[config.mk]
export PLATFORM = sky130hd
export DESIGN_NAME = id_ex_stage
export DESIGN_NICKNAME = d
export VERILOG_FILES = /design/src/rtl/id_ex_stage.sv
export SDC_FILE = /design/constraint.sdc
export NUM_CORES = 1
export LEC_CHECK = 0
export CELL_PAD_IN_SITES_DETAIL_PLACEMENT = 0
export CELL_PAD_IN_SITES_GLOBAL_PLACEMENT = 1
export CORE_MARGIN = 10
export CORE_UTILIZATION = 37
export CTS_CLUSTER_DIAMETER = 80
export CTS_CLUSTER_SIZE = 40
export DETAILED_ROUTE_END_ITERATION = 6
export PLACE_DENSITY = 0.9
export SYNTH_ARGS = -nofsm -noshare
export SYNTH_HDL_FRONTEND = slang
export SYNTH_SLANG_ARGS = --single-unit
export TNS_END_PERCENT = 20
[constraint.sdc]
create_clock -name clk_i -period 8.27 [get_ports clk_i]
set_input_delay 2.481 -clock clk_i [delete_from_list [all_inputs] [get_ports clk_i]]
set_output_delay 2.481 -clock clk_i [all_outputs]
set_load 0.05 [all_outputs]
[src/rtl/id_ex_stage.sv]
// id_ex_stage: decode-to-execute pipeline register with a per-register
// write scoreboard (RAW and saturation stalls) and an optional
// writeback-to-operand bypass.
//
// Optional feature macro: WB_BYPASS_EN
//   defined   - a same-cycle writeback clears the hazard on that register and
//               its data is forwarded into the latched operand.
//   undefined - operands come only from the register file read ports; a
//               dependent instruction waits until the cycle after writeback.
module id_ex_stage #(
  parameter int unsigned XLEN    = 32,
  parameter int unsigned REG_NUM = 32,
  parameter int unsigned OP_W    = 16
) (
  input  logic            clk_i,
  input  logic            rst_i,

  // Decode side
  input  logic            id_valid_i,
  output logic            id_ready_o,
  input  logic [XLEN-1:0] id_pc_i,
  input  logic [OP_W-1:0] id_op_i,
  input  logic [XLEN-1:0] id_imm_i,
  input  logic [4:0]      id_rs1_addr_i,
  input  logic [4:0]      id_rs2_addr_i,
  input  logic            id_rs1_use_i,
  input  logic            id_rs2_use_i,
  input  logic [XLEN-1:0] id_rs1_data_i,
  input  logic [XLEN-1:0] id_rs2_data_i,
  input  logic [4:0]      id_rd_addr_i,
  input  logic            id_rd_we_i,

  // Writeback side
  input  logic            wb_we_i,
  input  logic [4:0]      wb_rd_addr_i,
  input  logic [XLEN-1:0] wb_rd_data_i,

  // Pipeline control
  input  logic            flush_i,

  // Execute side
  output logic            ex_valid_o,
  input  logic            ex_ready_i,
  output logic [XLEN-1:0] ex_pc_o,
  output logic [OP_W-1:0] ex_op_o,
  output logic [XLEN-1:0] ex_imm_o,
  output logic [XLEN-1:0] ex_rs1_data_o,
  output logic [XLEN-1:0] ex_rs2_data_o,
  output logic [4:0]      ex_rd_addr_o,
  output logic            ex_rd_we_o
);

  localparam int unsigned AW = 5;
  localparam int unsigned CW = 2;
  localparam logic [CW-1:0] CNT_MAX = '1;

  // Scoreboard: number of accepted-but-not-retired writes per register.
  // Entry 0 exists only to keep indexing uniform and is held at zero.
  logic [CW-1:0] cnt_q [REG_NUM];
  logic [CW-1:0] cnt_d [REG_NUM];

  logic            accept;
  logic            hazard;
  logic            rs1_pend;
  logic            rs2_pend;
  logic            rd_sat;
  logic [CW-1:0]   rs1_cnt;
  logic [CW-1:0]   rs2_cnt;
  logic [CW-1:0]   rd_cnt;
  logic [XLEN-1:0] rs1_val;
  logic [XLEN-1:0] rs2_val;

`ifdef WB_BYPASS_EN
  logic rs1_wb_hit;
  logic rs2_wb_hit;
`else
  // Writeback data has no consumer when forwarding is compiled out.
  logic unused_wb_data;
  assign unused_wb_data = ^wb_rd_data_i;
`endif

  // Handshake toward decode; combinational by design.
  assign id_ready_o = !flush_i && (!ex_valid_o || ex_ready_i) && !hazard;
  assign accept     = id_valid_i && id_ready_o;

  // RAW and saturation hazard detection against the scoreboard.
  always_comb begin
    rs1_cnt  = cnt_q[id_rs1_addr_i];
    rs2_cnt  = cnt_q[id_rs2_addr_i];
    rd_cnt   = cnt_q[id_rd_addr_i];
    rs1_pend = 1'b0;
    rs2_pend = 1'b0;
`ifdef WB_BYPASS_EN
    rs1_wb_hit = wb_we_i && (wb_rd_addr_i == id_rs1_addr_i);
    rs2_wb_hit = wb_we_i && (wb_rd_addr_i == id_rs2_addr_i);
    // A write retiring this cycle is covered by the forwarding path.
    rs1_pend   = rs1_cnt > CW'(rs1_wb_hit);
    rs2_pend   = rs2_cnt > CW'(rs2_wb_hit);
`else
    rs1_pend   = rs1_cnt != '0;
    rs2_pend   = rs2_cnt != '0;
`endif
    rd_sat = id_rd_we_i && (id_rd_addr_i != '0) && (rd_cnt == CNT_MAX);
    hazard = (id_rs1_use_i && (id_rs1_addr_i != '0) && rs1_pend)
          || (id_rs2_use_i && (id_rs2_addr_i != '0) && rs2_pend)
          || rd_sat;
  end

  // Scoreboard next state: issue increments, writeback and flush decrement.
  always_comb begin
    cnt_d[0] = '0;
    for (int unsigned r = 1; r < REG_NUM; r++) begin
      cnt_d[r] = cnt_q[r]
               + CW'(accept && id_rd_we_i && (id_rd_addr_i == AW'(r)))
               - CW'(wb_we_i && (wb_rd_addr_i == AW'(r)))
               - CW'(flush_i && ex_valid_o && ex_rd_we_o
                     && (ex_rd_addr_o == AW'(r)));
    end
  end

  // Scoreboard register.
  always_ff @(posedge clk_i) begin
    if (rst_i) begin
      for (int unsigned r = 0; r < REG_NUM; r++) begin
        cnt_q[r] <= '0;
      end
    end else begin
      for (int unsigned r = 0; r < REG_NUM; r++) begin
        cnt_q[r] <= cnt_d[r];
      end
    end
  end

  // Operand selection: x0 reads zero, then optional writeback forward.
  always_comb begin
    rs1_val = id_rs1_data_i;
    rs2_val = id_rs2_data_i;
`ifdef WB_BYPASS_EN
    if (rs1_wb_hit) begin
      rs1_val = wb_rd_data_i;
    end
    if (rs2_wb_hit) begin
      rs2_val = wb_rd_data_i;
    end
`endif
    if (id_rs1_addr_i == '0) begin
      rs1_val = '0;
    end
    if (id_rs2_addr_i == '0) begin
      rs2_val = '0;
    end
  end

  // EX register: flush beats accept beats consume; otherwise hold.
  always_ff @(posedge clk_i) begin
    if (rst_i) begin
      ex_valid_o    <= 1'b0;
      ex_pc_o       <= '0;
      ex_op_o       <= '0;
      ex_imm_o      <= '0;
      ex_rs1_data_o <= '0;
      ex_rs2_data_o <= '0;
      ex_rd_addr_o  <= '0;
      ex_rd_we_o    <= 1'b0;
    end else if (flush_i) begin
      ex_valid_o <= 1'b0;
    end else if (accept) begin
      ex_valid_o    <= 1'b1;
      ex_pc_o       <= id_pc_i;
      ex_op_o       <= id_op_i;
      ex_imm_o      <= id_imm_i;
      ex_rs1_data_o <= rs1_val;
      ex_rs2_data_o <= rs2_val;
      ex_rd_addr_o  <= id_rd_addr_i;
      ex_rd_we_o    <= id_rd_we_i && (id_rd_addr_i != '0);
    end else if (ex_ready_i) begin
      ex_valid_o <= 1'b0;
    end
  end

endmodule

==> impl_metrics.toml, run 1 <==
[status]
status = "complete, no violations"

[sta]
finalCritPeriodShare_pct = 91.2
setup_violations = 0
finalHoldViolCount = 0
slew_headroom_pct = 24.4
tns_ns = 0
tightest_slew_ns = 1.13
finalWorstPathRequiredPeriod_ns = 7.54
fmax_ghz = 0.133
rsz0062_at_grt = "false"
whs_ns = 0.553
drv_slew = 0
skew_ns = 0.0190

[place]
gp_congestion = 0.994
dp_cells = 2098
dpl_cell_area_mm2 = 0.0154
io_buffer_count = 324
hpwl_um = 30300

[synthesis]
synth_cell_types = 56
synth_seq_cells = 213
synth_edf_count = 0
yosys.area.top_type = "dfxtp_1"
ys.flop_type = "dfxtp_1"
synth_warnings = 0
synthArstFlopShare_pct = 0
synth_top_area_share_pct = 35.7
syn_avg_cell_area_um2 = 8.15
synth_nets = 1732
synth-seq-area-share_pct = 35.7
synth_area_leaders = "dfxtp_1, o21ai_0, nor2b_1"
postSynthCellCount = 1465
syn_area_mm2 = 0.0119

[floorplanning]
row_count = 65
start_util_pct = 37.6
io_pins = 357
fp.dieH_um = 200
core_mm2 = 0.0317
die_area_mm2 = 0.0399
die_w_um = 200

[clock_network]
clkSinkCount = 213
clk_latency_ns = 0.49
clkTransAtPathRegs_ns = 0.09
htree_levels = 1
cts_tree = "done"
cts_resized = 0
cts_root_buf = "clkbuf_16"
cts_buffer_depth = 3
ctsHoldBuffers = 0
postCtsSetupBuffers = 0
cts_buffers = 15

[drt]
wl_um = 42400
postRouteAntennaNets = 0
avgRoutedWirePerCell_um = 20.0
via_per_inst = 5.24
dr.first_iter.drc_count = 1095
first_pass_iters = 6
vias = 11122
post-route-drc-count = 0

[cells_and_area]
fin_cells = 2124
n_fill_cell = 2974
final_common_cell = "clkdlybuf4s50_1"
design_area_mm2 = 0.0159
area_growth_pct = 33.3
mostFrequentLayoutCells = "clkdlybuf4s50_1, o21ai_0, dfxtp_1"
fin_nets = 1980
drive_gt1_share_pct = 4.30

[pwr]
peakVddDrop_v = 0.000147
p_leak_uw = 0.00592
power_uw = 2450
pwr_density_cell_mw_per_mm2 = 154

[critical_path]
cp-end-kind = "output port"
criticalPathCategory = "in2out"
crit_path_max_fanout = 10
startpoint_type = "input pin"
critical_path_required_ns = 5.79
cp.arrival_ns = 5.06

[global_route]
grt_overflow = 0
grt_pass1_wl_um = 64300
grt_max_degree = 177
grt_usage_pct = 20.3
antenna_found_initial = 1
grt_pass1_vias = 10792

[worst_hold_path]
hp-class = "reg2reg"

[flow_run]
drv_cap = 0
[metal layers]
layer | part of all wire (%) | vias to the layer above | global-route usage [%] | routed length, µm
met1 | 41 | 5156 | 26.7 | 17500
li1 | - | 5404 | - | -
met5 | 0 | - | 0 | 0
met2 | 46 | 484 | 31.9 | 19700
met3 | 9.1 | 78 | 5.26 | 3870
met4 | 3.1 | 0 | 6.62 | 1320
[area by class of cell]
type	count	area, µm²	area share [%]
antenna	1	2.50	0.0157
clock buffer	16	379	2.38
clock inverter	9	118	0.739
inverter	22	82.6	0.519
multi-input combinational	1114	7140	44.9
sequential	213	4260	26.8
tap	402	503	3.16
timing repair buffer	347	3430	21.5
[worst max-delay path: stages]
cell	delay, ns
clkdlybuf4s50_1	0.88
buf_4	0.28
mux4_2	0.30
o2111ai_1	0.25
a22oi_1	0.17
a211o_1	0.27
nor2_1	0.23
buf_12	0.18
[power by group]
| part | total, µW | switching (µW) | leakage [µW] | internal (µW) |
|---|---|---|---|---|
| logic | 554 | 343 | 0.00395 | 211 |
| clock network | 800 | 416 | 0.000244 | 384 |
| registers | 1100 | 27.4 | 0.00173 | 1070 |
[sequential cells by signal, indices dropped and copies added (netlist names)]
register / cells
ex_rd_addr_o: 5
ex_rd_we_o: 1
ex_imm_o: 32
cnt_q: 62
ex_valid_o: 1
ex_rs1_data_o: 32
ex_rs2_data_o: 32
ex_op_o: 16
ex_pc_o: 32
[per-stage QoR]
step,setup WS [ns],util [%]
3_5_place_dp,0.770,48.6
6_report,0.728,50.2
2_1_floorplan,0.947,-
3_3_place_gp,0.776,48.6
5_1_grt,0.648,50.2
4_1_cts,0.770,50.2
[path summary, 6_finish.rpt]
| kind | start | end | slack (ns) | cells after the start |
|---|---|---|---|---|
| max | id_rd_addr_i[3] | id_ready_o | 0.73 | 8 |
| min | cnt_q[22][1] | cnt_q[22][1] | 0.55 | 2 |
| max reg2reg | cnt_q[4][1] | cnt_q[8][1] | 4.07 | 13 |
| min reg2reg | cnt_q[22][1] | cnt_q[22][1] | 0.55 | 2 |
[cells in the mapped netlist, types with 5 or more instances]
cell and count:
a211oi_1 8, a21oi_1 8, and2_1 5, and4_1 5
buf_2 9, clkbuf_1 103, dfxtp_1 213, fa_1 31
ha_1 31, inv_1 22, mux2i_1 5, mux4_2 11
nand2_1 109, nand2b_1 98, nand3_1 29, nand4_1 7
nor2_1 96, nor2b_1 198, nor3_1 27, nor3b_1 6
nor4b_1 5, o21ai_0 308, o21ai_1 5, xnor2_1 46
xor2_1 16
[cells by family (layout without fill, tap and decap cells)]
family	after synthesis	after routing	synth area share, %
XOR/XNOR	62	62	4.55
multiplexers	18	18	2.68
AND/OR/NAND/NOR	614	614	27.9
other	0	1	0
buffers and inverters	138	394	4.62
adder cells (fa/ha/maj)	62	62	8.45
AO/OA/AOI/OAI	358	358	16.1
flip-flops	213	213	35.7
Power figures use the tool's default switching activity.
==> run 2: changes to the inputs <==
==> constraint.sdc (replaced) <==
create_clock -name clk_i -period 8.27 [get_ports clk_i]
set_input_delay 1.654 -clock clk_i [delete_from_list [all_inputs] [get_ports clk_i]]
set_output_delay 1.654 -clock clk_i [all_outputs]
set_load 0.05 [all_outputs]
==> run 2 against run 1 <==
Against the previous run:
- sequential cell count stayed put
- sequential share of layout area barely moved
- critical path depth is 1 higher
- worst hold slack gained 0.0011 ns
- sequential power about the same
==> impl_metrics.toml, run 2 (synthesis results as in run 1) <==
[drt]
dr.first_iter.drc_count = 1419
first_pass_iters = 5
post-route-drc-count = 0
via_per_inst = 5.32
postRouteAntennaNets = 0
avgRoutedWirePerCell_um = 20.1
vias = 11249
wl_um = 42500

[floorplanning]
core_mm2 = 0.0317
start_util_pct = 37.6
io_pins = 357
row_count = 65
die_w_um = 200
die_area_mm2 = 0.0399
fp.dieH_um = 200

[cells_and_area]
mostFrequentLayoutCells = "clkdlybuf4s50_1, o21ai_0, dfxtp_1"
final_common_cell = "clkdlybuf4s50_1"
top_register = "cnt_q"
largest_register_ffs = 62
drive_gt1_share_pct = 3.91
fin_nets = 1970
n_antenna_cell = 0
area_growth_pct = 33.4
design_area_mm2 = 0.0159

[critical_path]
crit_family = "buffers and inverters"
startpoint_type = "input pin"
critPathBufInv = 3
slowest_stage = "clkdlybuf4s50_1"
critPathMostFrequentCell = "clkdlybuf4s50_1"
path_cells = "clkdlybuf4s50_1 > buf_4 > and3b_1 > a311oi_1 > a31oi_1 > o221ai_1 > nand4_1 > nor2_1 > clkdlybuf4s50_1"
critical_path_required_ns = 6.62
cp-end-kind = "output port"
cp_num_cells = 9
crit_path_max_incr_delay_ns = 0.90
rr_worst_depth = 12
crit_path_max_fanout = 16
criticalPathCategory = "in2out"
cp.arrival_ns = 5.13

[clock_network]
ctsHoldBuffers = 0
clkSinkCount = 213
clk_latency_ns = 0.52
cts_buffers = 17
cts_resized = 0
postCtsSetupBuffers = 0
cts_root_buf = "clkbuf_16"
cts_buffer_depth = 3
cts_tree = "done"
htree_levels = 1
clkTransAtPathRegs_ns = 0.08

[place]
dpl_cell_area_mm2 = 0.0153
hpwl_um = 29700
io_buffer_count = 324
gp_congestion = 0.957

[global_route]
grt_pass1_wl_um = 64300
grt_overflow = 0
grt_pass1_vias = 11010
grt_usage_pct = 20.3
grt_max_degree = 180
antenna_found_initial = 2

[sta]
finalHoldViolCount = 0
tightest_slew_ns = 1.13
finalCritPeriodShare_pct = 82.0
finalWorstPathRequiredPeriod_ns = 6.78
rsz0062_at_grt = "false"
setup_violations = 0
skew_ns = 0.0263
tns_ns = 0
slew_headroom_pct = 24.4
fmax_ghz = 0.147
drv_slew = 0

[flow_run]
drv_cap = 0

[worst_hold_path]
hold_depth = 2
hp-class = "reg2reg"

[status]
status = "complete, no violations"

[pwr]
pwr_density_cell_mw_per_mm2 = 160
peakVddDrop_v = 0.000160
p_leak_uw = 0.00590
==> run 2: cell types whose count changed in the layout (fill, tap and decap cells not counted), sizes merged <==
cell,change
clkdlybuf4s50,+1
inv,+3
clkinvlp,+2
clkbuf,+1
clkinv,-1
diode,-1
buf,-13
==> run 2: cell type report <==
cell class	instances	area (µm²)
fill	3045	15800
multi-input combinational	1114	7140
sequential	213	4260
timing repair buffer	335	3340
tap	402	503
clock buffer	17	425
clock inverter	13	166
inverter	22	82.6
==> run 2: stage by stage <==
stage | instances | utilization [%] | worst slack (ns) | hold slack (ns) | power [µW]
CTS | 2116 | 50.2 | 1.53 | 0.556 | 2580
floorplan | 1465 | - | 2.60 | 0.500 | 1430
finish | 2116 | 50.2 | 1.49 | 0.554 | 2550
global route | 2116 | 50.2 | 1.37 | 0.582 | 2660
detailed placement | 2086 | 48.3 | 1.54 | 0.531 | 1670
global placement | 2086 | 48.3 | 1.55 | 0.522 | 1660
==> run 2: layer usage <==
metal  share of wire (%)  global-route usage (%)
met1                  42                    26.4
met2                  47                    32.7
met3                 9.8                    5.87
met4                 1.5                    4.37
met5               0.031                       0
==> run 2: tightest hold or removal path, cell delays in order, from the launching register on <==
cell     delay [ns]
dfxtp_1        0.37
xnor2_1        0.08
nor2_1         0.07
==> run 2: path summary, 6_finish.rpt <==
path	start	to	slack, ns
min	cnt_q[21][1]	cnt_q[21][1]	0.55
max	id_rd_addr_i[1]	id_ready_o	1.49
max reg2reg	cnt_q[4][1]	cnt_q[8][1]	4.03
min reg2reg	cnt_q[21][1]	cnt_q[21][1]	0.55
==> run 2: power by group <==
part           internal (µW)  switching (µW)
logic                    206             344
clock network            440             465
registers               1070            27.5
==> run 3: changes to the inputs <==
CORE_UTILIZATION = 31   (was 37)
PLACE_DENSITY = 0.81   (was 0.9)
clock period = 6.1 ns   (was 8.27 ns; I/O delays follow)
==> run 3 against run 2 <==
Against the previous run:
- sequential share of layout area down 0.61 points
- setup slack worse by 0.90 ns
- via count down 0.64%
- combinational power up 38%
- global-route usage down 2.7 points
- clock power up 54%
- non-clock buffer count up 13
- count of clock-buffer cells in the layout up 4
- die area up 17%
- critical endpoint unchanged
- largest cell class unchanged
- highest routed layer unchanged
==> impl_metrics.toml, run 3 (synthesis results as in run 1) <==
[sta]
slew_headroom_pct = 28.2
setup_violations = 0
rsz0062_at_grt = "false"
finalCritPeriodShare_pct = 90.3
finalWorstPathRequiredPeriod_ns = 5.51
finalHoldViolCount = 0
tightest_slew_ns = 1.08
skew_ns = 0.0370
fmax_ghz = 0.182
tns_ns = 0
drv_slew = 0

[pwr]
p_leak_uw = 0.00604
pwr-share-comb_pct = 20.9
power_uw = 3630
switching_power_uw = 1220
switching_share_pct = 33.7
pwr_density_cell_mw_per_mm2 = 223
clock_power_share_pct = 38.2
peakVddDrop_v = 0.000164
power_frac_seq_pct = 40.9
p_int_uw = 2410

[critical_path]
cp-startpoint = "id_rd_addr_i[1]"
critical_path_required_ns = 4.88
critPathMostFrequentCell = "buf_4"
slowest_stage = "clkdlybuf4s50_1"
cp_num_cells = 10
worstSetupEndpoint = "id_ready_o"
cp.arrival_ns = 4.29
crit_path_max_incr_delay_ns = 0.91
r2r-start = "cnt_q[4][1]"
rr_worst_depth = 12
regToRegSetupSlack_ns = 2.18
criticalPathCategory = "in2out"
r2r-end = "cnt_q[8][1]"
startpoint_type = "input pin"
cp-end-kind = "output port"
crit_path_max_fanout = 13
crit_family = "buffers and inverters"
path_cells = "clkdlybuf4s50_1 > buf_4 > and3b_1 > a311oi_1 > a31oi_1 > o221ai_1 > nand4_1 > buf_4 > nor2_1 > buf_12"
critPathBufInv = 4

[clock_network]
ctsHoldBuffers = 0
clkSinkCount = 213
clkTransAtPathRegs_ns = 0.08
cts_resized = 0
cts_buffers = 19
clk_latency_ns = 0.54
cts_buffer_depth = 3
postCtsSetupBuffers = 0
cts_tree = "done"
htree_levels = 1
cts_root_buf = "clkbuf_16"

[drt]
wl_um = 43600
first_pass_iters = 5
via_per_inst = 4.99
post-route-drc-count = 0
dr.first_iter.drc_count = 855
avgRoutedWirePerCell_um = 19.4
vias = 11177
postRouteAntennaNets = 0

[place]
io_buffer_count = 324
hpwl_um = 31000
gp_congestion = 0.934
dp_cells = 2208

[global_route]
grt_pass1_wl_um = 66300
grtUsageMet3_pct = 5.18
grt_usage_pct = 17.6
grt_max_degree = 173
use_met2_pct = 28.6
grt_most_used_layer = "met2"
grt_pass1_vias = 10917
grtUsageMet1_pct = 22.6
grt_overflow = 0
antenna_found_initial = 1

[floorplanning]
row_count = 71
start_util_pct = 31.5
fp.dieH_um = 216
die_w_um = 216
core_mm2 = 0.0378
die_area_mm2 = 0.0468
io_pins = 357

[cells_and_area]
fin_nets = 1985
drive_gt1_share_pct = 4.91
largest_register_ffs = 62
n_antenna_cell = 0
area_growth_pct = 36.5
final_common_cell = "clkdlybuf4s50_1"
mostFrequentLayoutCells = "clkdlybuf4s50_1, o21ai_0, dfxtp_1"
top_register = "cnt_q"
fin_cells = 2242

[flow_run]
drv_cap = 0

[worst_hold_path]
min_from = "cnt_q[23][1]"
hp-class = "reg2reg"

[status]
status = "complete, no violations"
-- run 3: worst min path at each step --
stage	to	cells past startpoint
4_1_cts	cnt_q[15][1]	2
3_5_place_dp	cnt_q[11][1]	2
3_3_place_gp	cnt_q[11][1]	2
2_1_floorplan	cnt_q[22][1]	2
6_report	cnt_q[23][1]	2
5_1_grt	cnt_q[15][1]	2
-- run 3: routing by layer --
metal | up-vias | wire, µm
met4 | 2 | 951
met3 | 49 | 3740
met2 | 386 | 20300
met5 | - | 7
met1 | 5317 | 18600
li1 | 5423 | -
-- run 3: power by group through the flow --
stage,clock network (µW),registers [µW],logic [µW]
after floorplan,0,1690,248
after global placement,0,1510,756
after detailed placement,0,1520,757
after CTS,1440,1490,761
after global routing,1480,1490,805
final,1390,1490,757
-- run 3: final cells by class --
class,instances,area (µm²)
sequential,213,4260
clock inverter,13,218
tap,511,639
timing repair buffer,348,3450
multi-input combinational,1114,7140
clock buffer,21,503
inverter,22,82.6
fill,3821,21500
-- run 3: per-stage QoR --
stage / util (%) / setup slack [ns] / area [µm²] / hold WS [ns]
floorplan: - / 1.30 / 11900 / 0.500
global placement: 41.2 / 0.400 / 15600 / 0.524
detailed placement: 41.2 / 0.389 / 15600 / 0.535
CTS: 43.1 / 0.577 / 16300 / 0.560
global route: 43.1 / 0.462 / 16300 / 0.573
finish: 43.1 / 0.591 / 16300 / 0.553
-- run 3: worst reg2reg max path: stages (launching register included) --
cell and delay (ns):
dfxtp_1 0.35, or4_1 0.49, o311a_1 0.16, a211oi_2 0.20
a2111oi_0 0.14, a2111o_2 0.57, or2_4 0.32, nor4b_1 0.45
fa_1 0.50, ha_1 0.20, xnor2_1 0.20, xnor2_1 0.14
nor2_1 0.05
